$ cat config.mk
export PLATFORM = sky130hd
export DESIGN_NAME = eeprom_seq_ctrl
export DESIGN_NICKNAME = d
export VERILOG_FILES = /design/src/rtl/eeprom_seq_ctrl.sv
export SDC_FILE = /design/constraint.sdc
export NUM_CORES = 1
export LEC_CHECK = 0
export ABC_AREA = 1
export CORE_AREA = 3 3 162 148
export CTS_BUF_LIST = sky130_fd_sc_hd__clkbuf_8 sky130_fd_sc_hd__clkbuf_16
export CTS_CLUSTER_DIAMETER = 120
export DETAILED_ROUTE_END_ITERATION = 10
export DIE_AREA = 0 0 165 151
export GPL_ROUTABILITY_DRIVEN = 0
export GPL_TIMING_DRIVEN = 0
export HOLD_SLACK_MARGIN = 0.08
export RECOVER_POWER = 50
export SLEW_MARGIN = 40
export SYNTH_ARGS = -nofsm -noshare
export SYNTH_HDL_FRONTEND = slang
export SYNTH_SLANG_ARGS = --single-unit
$ cat constraint.sdc
create_clock -name sysclk -period 2.3 [get_ports sysclk]
set_input_delay 0.345 -clock sysclk [delete_from_list [all_inputs] [get_ports sysclk]]
set_output_delay 0.345 -clock sysclk [all_outputs]
set_load 0.01 [all_outputs]
$ cat src/rtl/eeprom_seq_ctrl.sv
// eeprom_seq_ctrl: walks generated address/data pairs through an I2C EEPROM engine,
// verifies read-back data and publishes each result to a hex display.
module eeprom_seq_ctrl #(
    parameter int         N_ENTRIES      = 4,
    parameter logic [7:0] BASE_ADDR      = 8'h00,
    parameter logic [7:0] ADDR_STEP      = 8'h10,
    parameter logic [7:0] DATA_SEED      = 8'hF5,
    parameter logic [7:0] DATA_STEP      = 8'h52,
    parameter int         HOLD_CYCLES    = 50_000_000,
    parameter int         TIMEOUT_CYCLES = 1_000_000,
    parameter int         CNT_W          = 26
) (
    input  logic        sysclk,
    input  logic        rst_n,
    input  logic        en,
    input  logic [1:0]  mode,
    input  logic [7:0]  rddata,
    input  logic        done_sig,
    output logic [1:0]  start_sig,
    output logic [7:0]  addr_sig,
    output logic [7:0]  wrdata,
    output logic [23:0] number_sig,
    output logic        busy,
    output logic [7:0]  err_cnt
);
    typedef enum logic [2:0] {S_IDLE, S_WR, S_RD, S_HOLD, S_NEXT} state_t;

    localparam logic [7:0]       IDX_LAST  = 8'(N_ENTRIES - 1);
    localparam logic [CNT_W-1:0] HOLD_LAST = CNT_W'(HOLD_CYCLES - 1);
    localparam logic [CNT_W-1:0] TMO_LAST  = CNT_W'(TIMEOUT_CYCLES - 1);

    state_t           r_state;
    logic [7:0]       r_idx, r_addr, r_data, r_addr_sig, r_wrdata, r_err;
    logic [1:0]       r_start, r_mode;
    logic [23:0]      r_num;
    logic             r_busy;
    logic [CNT_W-1:0] r_cnt;

    logic       w_wrap, w_rd_err;
    logic [7:0] w_nxt_addr, w_nxt_data, w_err_inc, w_err_rd;
    logic [1:0] w_mode;

    always_comb begin
        w_wrap     = r_idx == IDX_LAST;
        w_nxt_addr = w_wrap ? BASE_ADDR : r_addr + ADDR_STEP;
        w_nxt_data = w_wrap ? DATA_SEED : r_data + DATA_STEP;
        w_err_inc  = (&r_err) ? r_err : r_err + 8'd1;
        w_rd_err   = r_mode != 2'b01 && rddata != r_wrdata;
        w_err_rd   = w_rd_err ? w_err_inc : r_err;
        // mode 11 folds into the write-then-verify flow
        w_mode     = (mode == 2'b01 || mode == 2'b10) ? mode : 2'b00;
    end

    always_ff @(posedge sysclk or negedge rst_n) begin
        if (!rst_n) begin
            r_state    <= S_IDLE;
            r_idx      <= 8'd0;
            r_addr     <= BASE_ADDR;
            r_data     <= DATA_SEED;
            r_addr_sig <= 8'd0;
            r_wrdata   <= 8'd0;
            r_err      <= 8'd0;
            r_start    <= 2'b00;
            r_mode     <= 2'b00;
            r_num      <= 24'd0;
            r_busy     <= 1'b0;
            r_cnt      <= '0;
        end else begin
            case (r_state)
                S_IDLE: if (en) begin
                    r_mode     <= w_mode;
                    r_addr_sig <= r_addr;
                    r_wrdata   <= r_data;
                    r_state    <= (w_mode == 2'b01) ? S_RD : S_WR;
                    r_busy     <= 1'b1;
                    r_cnt      <= '0;
                end
                S_WR, S_RD: begin
                    if (r_start == 2'b00) begin
                        r_start <= (r_state == S_WR) ? 2'b01 : 2'b10;
                    end else if (done_sig) begin
                        r_start <= 2'b00;
                        r_cnt   <= '0;
                        if (r_state == S_WR && r_mode == 2'b00) begin
                            r_state <= S_RD;
                        end else if (r_state == S_WR) begin
                            r_state <= S_HOLD;
                            r_num   <= {r_err, r_addr_sig, r_wrdata};
                        end else begin
                            r_state <= S_HOLD;
                            r_err   <= w_err_rd;
                            r_num   <= {w_err_rd, r_addr_sig, rddata};
                        end
                    end else if (r_cnt == TMO_LAST) begin
                        r_start <= 2'b00;
                        r_cnt   <= '0;
                        r_err   <= w_err_inc;
                        r_num   <= {w_err_inc, r_addr_sig, 8'hEE};
                        r_state <= S_HOLD;
                    end else begin
                        r_cnt <= r_cnt + CNT_W'(1);
                    end
                end
                S_HOLD: begin
                    if (r_cnt == HOLD_LAST) begin
                        r_cnt   <= '0;
                        r_state <= S_NEXT;
                    end else begin
                        r_cnt <= r_cnt + CNT_W'(1);
                    end
                end
                S_NEXT: begin
                    r_idx  <= w_wrap ? 8'd0 : r_idx + 8'd1;
                    r_addr <= w_nxt_addr;
                    r_data <= w_nxt_data;
                    if (en) begin
                        r_mode     <= w_mode;
                        r_addr_sig <= w_nxt_addr;
                        r_wrdata   <= w_nxt_data;
                        r_state    <= (w_mode == 2'b01) ? S_RD : S_WR;
                    end else begin
                        r_state <= S_IDLE;
                        r_busy  <= 1'b0;
                    end
                end
                default: r_state <= S_IDLE;
            endcase
        end
    end

    assign start_sig  = r_start;
    assign addr_sig   = r_addr_sig;
    assign wrdata     = r_wrdata;
    assign number_sig = r_num;
    assign busy       = r_busy;
    assign err_cnt    = r_err;
endmodule
==> qor.csv <==
metric;value;unit
ys_seq_elements;106;
crit_chain;ha_1 > nand3_2 > inv_1 > nand2_1 > nor2_1 > nand2_1 > nand3_1 > nand3_2 > inv_2 > nor2_1;
io_pins;65;
synth_cell_types;43;
rsz0062_at_grt;false;
rows;52;
drc;0;
layout_common_cells;nand2_1, dfrtp_1, inv_1;
p_int;0.00479;W
p_sw;0.00360;W
pwr-share-seq;0.338;
status;complete, no violations;
powerDensity;1170;mW/mm²
cp.arrival;2.28;ns
end_kind;flip-flop;
core-area;0.0224;mm²
clockBufferDepth;2;
cp-startpoint;r_cnt[0];
met1Wirelength;7.40;mm
synth_area;0.00582;mm²
cts_buffers;9;
post_cts.repair.setup_buffers;0;
syn_nets;797;
switching_share;0.429;
timing_hold_violations_final;0;
post_drt_via_cell_ratio;4.47;
ctsRootBufferMaster;clkbuf_16;
postRouteAntennaNets;0;
relSlewSlack;0.314;
die-area;0.0249;mm²
r2r_slack;0.26;ns
stdcell_count;1156;
r2r_start;r_cnt[0];
grt_pass1_vias;4950;
path_clk_slew;0.08;ns
via_count;5166;
area_growth;23.3;%
leakage;3.40;nW
final_util;0.320;
placement.cell_area;0.00686;mm²
overflow;0;
wl_per_cell;13.5;µm
cts_tree;yes;
fin_ws;0.260;ns
fin_area;0.00718;mm²
yosysSeqAreaShare;0.457;
ys_warn_count;0;
clock_latency;0.36;ns
layout-drive-gt1-share;0.0815;
combPwrFrac;0.454;
layout_commonest_cell;nand2_1;
post-dp-hpwl;11.5;mm
crit_path_top_delay_cell;dfrtp_1;
drt_iter0_drc;318;
finClkSkew;0.00951;ns
wl_met3;972;µm
startpoint_type;flip-flop;
crit_required;2.54;ns
worst_pin_slew;1.03;ns
die_y;151;µm
crit_path_max_fanout;9;
grt_pass1_wl;26.2;mm
start_util;0.259;
firstDrtPassIters;4;
h-tree-depth;3;
syn_inst;778;
place_ws;-0.0296;ns
ir_drop;0.556;mV
cts_num_sinks;106;
place_inst;1139;
highest_layer;met5;
antenna_found_initial;1;
dieWidth;165;µm
fmax;0.490;GHz
report.final.slew_viol_count;0;
clockPowerShare;0.207;
hold_ws;0.468;ns
grt_usage;0.134;
nets;873;
avgSynthCellArea;7.49;µm²
critPathKind;reg2reg;
maxCapViolCount;0;
numPortBuffers;63;
min-delay-start;done_sig;
critPathMaxStageDelay;0.42;ns
dr_wl_met2;6.97;mm
wl;15.6;mm
n_antenna_cell;0;
grt_start_max_net_pins;66;
fin_crit_sh;0.887;
holdCritPathClass;in2reg;
period_needed;2.04;ns
finalSetupViolCount;0;
[registers in the layout (all words and copies together), names as in the netlist]
name        count
start_sig       2
wrdata          8
number_sig     24
busy            1
r_mode          2
err_cnt         8
r_cnt          26
r_addr          8
r_data          8
addr_sig        8
r_idx           8
r_state         3
[path summary, 6_finish.rpt]
check,end,cells after the start
setup / recovery,r_cnt[17],10
hold / removal,number_sig[5],4
setup reg to reg,r_cnt[17],10
hold reg to reg,number_sig[12],2
max in group asynchronous,r_state[1],3
min in group asynchronous,err_cnt[4],2
[timing repair]
item,4_1_cts,5_1_grt
gates resized for setup,0,2
endpoints found under the hold margin,36,0
setup endpoints to repair,0,2
hold buffers,1,0
[synthesized netlist by cell type]
cell / count / area share
nor3_1: 11 / 0.0095
a21o_1: 1 / 0.0013
inv_2: 9 / 0.0058
nand4_1: 11 / 0.012
nand2_2: 3 / 0.0032
xnor2_1: 8 / 0.012
ha_1: 5 / 0.011
buf_6: 1 / 0.0019
a22oi_1: 1 / 0.0013
inv_1: 98 / 0.063
o21ai_0: 50 / 0.043
buf_2: 9 / 0.0077
buf_4: 2 / 0.0026
nor3b_1: 2 / 0.0026
nor4_2: 1 / 0.0021
a21boi_0: 1 / 0.0013
nor2_8: 1 / 0.0034
clkinv_2: 1 / 0.00086
nor2_2: 5 / 0.0054
or2_0: 1 / 0.0011
nand3b_1: 3 / 0.0039
nand3_1: 68 / 0.058
a31oi_1: 4 / 0.0043
nand2_4: 3 / 0.0058
nor2_1: 75 / 0.048
o211ai_1: 1 / 0.0013
o21a_1: 1 / 0.0013
nand2_1: 219 / 0.14
dfstp_2: 6 / 0.027
nor2_4: 1 / 0.0019
a311oi_1: 1 / 0.0015
clkbuf_1: 5 / 0.0032
o21ai_1: 14 / 0.012
a21oi_1: 21 / 0.018
dfrtp_1: 100 / 0.43
or2_2: 3 / 0.0032
nand3_2: 4 / 0.0069
nor3_2: 5 / 0.0086
nor4_1: 1 / 0.0011
a21boi_1: 5 / 0.0064
o22a_1: 1 / 0.0015
and3_1: 1 / 0.0011
xor2_1: 15 / 0.023
[power by group through the flow]
stage               Combinational, W  Sequential, W  Clock [W]
global route                 0.00432        0.00291    0.00187
floorplan                    0.00225        0.00290          0
global placement             0.00383        0.00286          0
detailed placement           0.00388        0.00287          0
CTS                          0.00389        0.00285    0.00179
finish                       0.00381        0.00284    0.00174
[stage by stage]
step                      TNS, ns  total power [W]
after floorplan                 0          0.00515
after global placement    -354.65          0.00669
after detailed placement  -0.0578          0.00675
after CTS                       0          0.00852
after global routing            0          0.00910
final                           0          0.00838
[cell type report]
| type | count | area, µm² |
|---|---|---|
| Clock inverter | 7 | 108 |
| Inverter | 108 | 407 |
| Multi-Input combinational cell | 547 | 2670 |
| Fill cell | 2341 | 15300 |
| Clock buffer | 9 | 225 |
| Timing Repair Buffer | 65 | 647 |
| Tap cell | 297 | 372 |
| Sequential cell | 106 | 2660 |
| Buffer | 17 | 91.3 |
[cell families (layout without fill, tap and decap cells)]
family          Yosys count  after routing  share of synthesized area
simple gates            418            418                      0.319
buf+inv                 125            206                     0.0853
flops                   106            106                      0.457
compound gates          101            101                     0.0932
xor+xnor                 23             23                     0.0346
fa+ha+maj                 5              5                     0.0107
[routing by layer]
metal  vias up  track usage
met3        22       0.0317
met2       120        0.200
met4         2       0.0457
met5         -            0
met1      2382        0.190
li1       2640            -
[worst max-delay path: cells and delay by family, from the launching register on]
family | cells | cell delay, ns
adder cells (fa/ha/maj) | 1 | 0.22
buffers and inverters | 2 | 0.35
flip-flops | 1 | 0.42
AND/OR/NAND/NOR | 7 | 0.93
Power figures use the tool's default switching activity.
